File: src/rtl/cnn_obi_mgr.sv
// OBI manager port for the CNN accelerator.
// Moves word streams between system memory and the datapath: read jobs fetch
// words over OBI into a small FIFO feeding rd_*; write jobs forward wr_* words
// to OBI stores. One job at a time; a command gives direction, base and length.
//
// Handshakes: every valid/ready pair (cmd, rd, wr) transfers exactly on a
// cycle where both valid and ready are 1 at the rising clock edge; a producer
// keeps valid and data stable until that transfer, and ready may depend on
// valid. OBI follows the same rule with req/gnt, and rvalid is a one-cycle
// response strobe that cannot be back-pressured.
module cnn_obi_mgr #(
    parameter int ADDR_WIDTH = 32,
    parameter int DATA_WIDTH = 32,
    parameter int LEN_WIDTH  = 16,
    parameter int MAX_OUTST  = 2,
    parameter int FIFO_DEPTH = 4
) (
    input  logic                    clk_i,
    input  logic                    rst_ni,
    input  logic                    cmd_valid_i,
    output logic                    cmd_ready_o,
    input  logic                    cmd_we_i,
    input  logic [ADDR_WIDTH-1:0]   cmd_addr_i,
    input  logic [LEN_WIDTH-1:0]    cmd_len_i,
    output logic                    busy_o,
    output logic                    done_o,
    output logic                    err_o,
    output logic [DATA_WIDTH-1:0]   rd_data_o,
    output logic                    rd_valid_o,
    input  logic                    rd_ready_i,
    input  logic [DATA_WIDTH-1:0]   wr_data_i,
    input  logic                    wr_valid_i,
    output logic                    wr_ready_o,
    output logic                    obi_req_o,
    input  logic                    obi_gnt_i,
    output logic [ADDR_WIDTH-1:0]   obi_addr_o,
    output logic                    obi_we_o,
    output logic [DATA_WIDTH/8-1:0] obi_be_o,
    output logic [DATA_WIDTH-1:0]   obi_wdata_o,
    input  logic                    obi_rvalid_i,
    input  logic [DATA_WIDTH-1:0]   obi_rdata_i,
    input  logic                    obi_err_i,
    output logic [1:0]              dbg_state
);

    typedef enum logic [1:0] {
        IDLE  = 2'd0,
        RUN   = 2'd1,
        DRAIN = 2'd2,
        DONE  = 2'd3
    } state_t;

    localparam int OW    = $clog2(MAX_OUTST + 1);
    localparam int PW    = $clog2(FIFO_DEPTH);
    localparam int CW    = $clog2(FIFO_DEPTH + 1);
    localparam int BYTES = DATA_WIDTH / 8;

    state_t                state, state_nxt;
    logic                  job_we;
    logic [ADDR_WIDTH-1:0] job_base;
    logic [LEN_WIDTH-1:0]  job_len;
    logic [LEN_WIDTH-1:0]  issued_cnt, issued_nxt;
    logic [OW-1:0]         outstanding, outst_nxt;
    logic [CW-1:0]         fifo_count;
    logic [PW-1:0]         wr_ptr, rd_ptr;
    logic [DATA_WIDTH-1:0] fifo_mem [FIFO_DEPTH];
    logic                  err_q;

    logic cmd_fire, gnt_fire, rsp_fire, push, pop;
    logic running, more_to_issue, outst_ok, credit_ok;

    assign cmd_fire      = cmd_valid_i && (state == IDLE);
    assign running       = (state == RUN);
    assign more_to_issue = issued_cnt < job_len;
    assign outst_ok      = 32'(outstanding) < 32'(MAX_OUTST);
    // Reads only ask when every in-flight response already owns a FIFO slot.
    assign credit_ok     = job_we || ((32'(outstanding) + 32'(fifo_count)) < 32'(FIFO_DEPTH));

    assign obi_req_o   = running && more_to_issue && outst_ok && credit_ok && (!job_we || wr_valid_i);
    assign obi_addr_o  = job_base + ADDR_WIDTH'(issued_cnt) * ADDR_WIDTH'(BYTES);
    assign obi_we_o    = job_we;
    assign obi_be_o    = {BYTES{obi_req_o}};
    assign obi_wdata_o = (running && job_we) ? wr_data_i : '0;

    assign gnt_fire   = obi_req_o && obi_gnt_i;
    assign rsp_fire   = obi_rvalid_i && (outstanding != '0);
    assign wr_ready_o = gnt_fire && job_we;
    assign push       = rsp_fire && !job_we;
    assign rd_valid_o = (fifo_count != '0);
    assign pop        = rd_valid_o && rd_ready_i;
    assign rd_data_o  = rd_valid_o ? fifo_mem[rd_ptr] : '0;
    assign err_o      = err_q;
    assign dbg_state  = state;

    assign issued_nxt = issued_cnt + LEN_WIDTH'(gnt_fire);

    // Outstanding count after this cycle's grant and response.
    always_comb begin
        outst_nxt = outstanding;
        if (gnt_fire && !rsp_fire)      outst_nxt = outstanding + OW'(1);
        else if (!gnt_fire && rsp_fire) outst_nxt = outstanding - OW'(1);
    end

    // State register.
    always_ff @(posedge clk_i or negedge rst_ni) begin
        if (!rst_ni) state <= IDLE;
        else         state <= state_nxt;
    end

    // Next-state and status outputs; completion is judged on next-cycle counts.
    always_comb begin
        state_nxt   = state;
        cmd_ready_o = 1'b0;
        busy_o      = 1'b0;
        done_o      = 1'b0;
        case (state)
            IDLE: begin
                cmd_ready_o = 1'b1;
                if (cmd_valid_i) state_nxt = (cmd_len_i == '0) ? DONE : RUN;
            end
            RUN: begin
                busy_o = 1'b1;
                if (issued_nxt == job_len) state_nxt = (outst_nxt == '0) ? DONE : DRAIN;
            end
            DRAIN: begin
                busy_o = 1'b1;
                if (outst_nxt == '0) state_nxt = DONE;
            end
            DONE: begin
                done_o    = 1'b1;
                state_nxt = IDLE;
            end
            default: state_nxt = IDLE;
        endcase
    end

    // Job registers, issue/outstanding counters and sticky error.
    always_ff @(posedge clk_i or negedge rst_ni) begin
        if (!rst_ni) begin
            job_we      <= 1'b0;
            job_base    <= '0;
            job_len     <= '0;
            issued_cnt  <= '0;
            outstanding <= '0;
            err_q       <= 1'b0;
        end else begin
            outstanding <= outst_nxt;
            if (cmd_fire) begin
                job_we     <= cmd_we_i;
                job_base   <= cmd_addr_i;
                job_len    <= cmd_len_i;
                issued_cnt <= '0;
                err_q      <= 1'b0;
            end else begin
                issued_cnt <= issued_nxt;
                if (obi_rvalid_i && obi_err_i) err_q <= 1'b1;
            end
        end
    end

    // Read FIFO pointers and fill level; a pop frees its slot from the next cycle.
    always_ff @(posedge clk_i or negedge rst_ni) begin
        if (!rst_ni) begin
            wr_ptr     <= '0;
            rd_ptr     <= '0;
            fifo_count <= '0;
        end else begin
            if (push) wr_ptr <= wr_ptr + PW'(1);
            if (pop)  rd_ptr <= rd_ptr + PW'(1);
            if (push && !pop)      fifo_count <= fifo_count + CW'(1);
            else if (!push && pop) fifo_count <= fifo_count - CW'(1);
        end
    end

    // Read FIFO storage; error responses are stored like any other.
    always_ff @(posedge clk_i) begin
        if (push) fifo_mem[wr_ptr] <= obi_rdata_i;
    end

endmodule

File: config.mk
export PLATFORM = sky130hd
export DESIGN_NAME = cnn_obi_mgr
export DESIGN_NICKNAME = d
export VERILOG_FILES = /design/src/rtl/cnn_obi_mgr.sv
export SDC_FILE = /design/constraint.sdc
export NUM_CORES = 1
export LEC_CHECK = 0
export CORE_MARGIN = 2
export CORE_UTILIZATION = 45
export DETAILED_ROUTE_END_ITERATION = 6
export GPL_TIMING_DRIVEN = 1
export PLACE_DENSITY = 0.79
export SYNTH_ARGS = -nofsm -noshare
export SYNTH_HDL_FRONTEND = slang
export SYNTH_SLANG_ARGS = --single-unit
export TNS_END_PERCENT = 100
File: constraint.sdc
create_clock -name clk_i -period 4.87 [get_ports clk_i]
set_clock_uncertainty 0.15 [all_clocks]
set_input_delay 0.974 -clock clk_i [delete_from_list [all_inputs] [get_ports clk_i]]
set_output_delay 0.974 -clock clk_i [all_outputs]
set_load 0.01 [all_outputs]
==> impl_metrics.ini <==
[clock_network]
cts.path.max_buffers = 3
cts.clk_slew.worst_paths_ns = 0.05
htree_levels = 1
cts_buffers = 23
cts_tree = built
clockRootBuffer = clkbuf_16
cts_sinks = 205
clock_latency_ns = 0.52

[global_routing]
overflow = 0
grtUsageTotal = 0.211
antenna_found_initial = 1
grt_pass1_vias = 7315
grt_pass1_wl_um = 39900
grt_start_max_net_pins = 78

[critical_path]
crit_family = compound AO/OA/AOI/OAI gates
r2r_cells = 15
endpoint_kind = output pin
r2r_slack_ns = 0.48
worst-path-max-fanout = 8
r2r_start = job_len[11]$_DFFE_PN0P_
worstPathArrival_ns = 3.59
critPathSlowestCell = clkdlybuf4s50_1
startpoint = issued_cnt[1]$_DFF_PN0_
cp_slowest_stage_delay_ns = 0.57
cp.depth = 11
r2r_end = dbg_state[1]$_DFFE_PN0P_
path_common_cell = a21oi_1
path_cells = buf_4 -> ha_1 -> a21oi_1 -> o211ai_1 -> o211ai_1 -> a21oi_2 -> or3_1 -> a21oi_1 -> a21oi_1 -> xor2_1 -> clkdlybuf4s50_1
cp.required_ns = 3.75
cp-start-kind = register
cp_num_buf_inv = 2
critPathKind = reg2out

[placement]
numPortBuffers = 230
finalWeightedCongestion = 0.879
dp_hpwl_um = 18400
pre_cts_slack_ns = 0.0870
place_area_um2 = 13000

[outcome]
status = finished clean

[sta]
hold_violations = 0
layout_setup_ws_ns = 0.161
fin_crit_ns = 4.71
worst_pin_slew_ns = 1.01
worst_hold_slack_ns = 0.353
timing.fmax_ghz = 0.212
slew_headroom = 0.328
finalSetupViolations = 0
period_share = 0.967
final_max_slew_viol_count = 0

[synthesis]
synth_edf_count = 128
synth_seq_cells = 205
yosys-top-cells-count = 128 x edfxtp_1, 77 x dfrtp_1, 49 x nand2_1
ys_seq_area_frac = 0.556
synth.distinct_cells = 61
synth_area_leader_cell = edfxtp_1
syn_nets = 974
synthArstFlopShare = 0.376
netlist.area_leader.share = 0.370
synth_area_per_cell_um2 = 12.9
yosys_most_used_dff = edfxtp_1
synthesis.area_um2 = 10400
synthTopCellsByArea = edfxtp_1 37%, dfrtp_1 19%, mux4_2 6.9%
ys_warn_count = 0
yosysMostFrequentCell = edfxtp_1
synth_cells = 807

[floorplanning]
fp.dieW_um = 156
start_util = 0.459
die_h_um = 156
ios = 231
die_area_um2 = 24300
core_area_um2 = 22600
rows = 55

[worst_hold_path]
hp-class = reg2reg
hold_end = job_base[0]$_DFFE_PN0P_
holdCritStartpoint = job_base[0]$_DFFE_PN0P_
hold_depth = 1

[route]
vias = 7367
wire_per_inst_um = 19.2
detail_route.iter0.violations = 547
drc = 0
ant_nets = 0
via_per_inst = 5.49
routed_wl_um = 25800
first_pass_iters = 5

[run]
drv_cap = 0

[cells_and_area]
layout-drive-gt1-share = 0.147
layout.nets = 1208
fin_util = 0.613
final_area_um2 = 13900
syn_to_final_growth_pct = 33.5

[power]
ir_drop_v = 0.000352
p_leak_nw = 5.38
p_per_area_nw_per_um2 = 563
power_mw = 7.81
==> logic make-up (layout without fill, tap and decap cells) <==
group	after synthesis	after routing	synth area share
simple gates	251	251	0.137
other cells	0	1	0
flops	205	205	0.556
mux	72	72	0.112
fa+ha+maj	46	46	0.0569
compound gates	102	102	0.0630
xor+xnor	52	52	0.0439
buf+inv	79	328	0.0316
==> final cells by class <==
class,instances,area [um^2]
Clock inverter,4,88.8
Antenna cell,1,2.50
Sequential cell,205,5770
Fill cell,1748,8770
Clock buffer,36,674
Timing Repair Buffer,254,2500
Inverter,34,128
Multi-Input combinational cell,523,4350
Tap cell,285,357
==> state kept, by name (all words and copies together) (netlist names) <==
name,cells
fifo_mem,128
issued_cnt,16
outstanding,2
rd_ptr,2
err_o,1
wr_ptr,2
obi_we_o,1
fifo_count,3
dbg_state,2
job_base,32
job_len,16
==> how the worst max path moves through the flow <==
stage | endpoint | slack, ns
global route | obi_addr_o[17] | -0.008
finish | obi_addr_o[17] | 0.16
detailed placement | dbg_state[1]$_DFFE_PN0P_ | 0.09
CTS | obi_addr_o[23] | 0.03
floorplan | dbg_state[1]$_DFFE_PN0P_ | 0.60
global placement | dbg_state[1]$_DFFE_PN0P_ | 0.21
==> layer usage <==
layer / up-vias / global-route usage / wire length, um
li1: 3452 / - / -
met1: 3629 / 0.288 / 11200
met2: 240 / 0.348 / 12500
met3: 46 / 0.0344 / 1390
met4: 0 / 0.0655 / 660
met5: - / 0 / 0
==> cell usage in the layout, fill, tap and decap left out, types with 5 or more instances in the layout <==
cell type	instances
mux4_2	32
and2_1	36
nand4_1	10
xnor2_1	41
and2_2	5
clkbuf_16	23
dfrtp_1	76
nand3_1	13
inv_1	34
xor2_1	11
o211ai_1	5
ha_1	43
and3_1	40
mux2_2	35
o21ai_0	29
nor2_1	39
dlygate4sd2_1	5
a21oi_1	24
o21a_1	5
nor3_1	14
clkbuf_1	8
edfxtp_1	128
nand2b_1	6
nand2_1	49
clkbuf_8	5
mux2i_1	5
nor2b_1	6
buf_4	23
clkdlybuf4s50_1	223
nor4_1	9
==> per-stage QoR <==
stage          setup TNS [ns]  std cells
2_1_floorplan               0        807
3_3_place_gp                0       1299
3_5_place_dp                0       1299
4_1_cts                     0       1340
5_1_grt              -0.00797       1342
6_report                    0       1342
==> where the power goes <==
group | internal (mW) | switching (mW)
clock network | 1.06 | 0.676
logic | 1.90 | 1.57
registers | 2.27 | 0.335
==> what timing repair did <==
item / 4_1_cts / 5_1_grt
resized for setup: 11 / 8
setup endpoints to repair: 8 / 16
buffers inserted: 1 / 1
pin swaps: 2 / 2
hold buffers: 0 / 0
endpoints found under the hold margin: 0 / 0
Power figures use the tool's default switching activity.
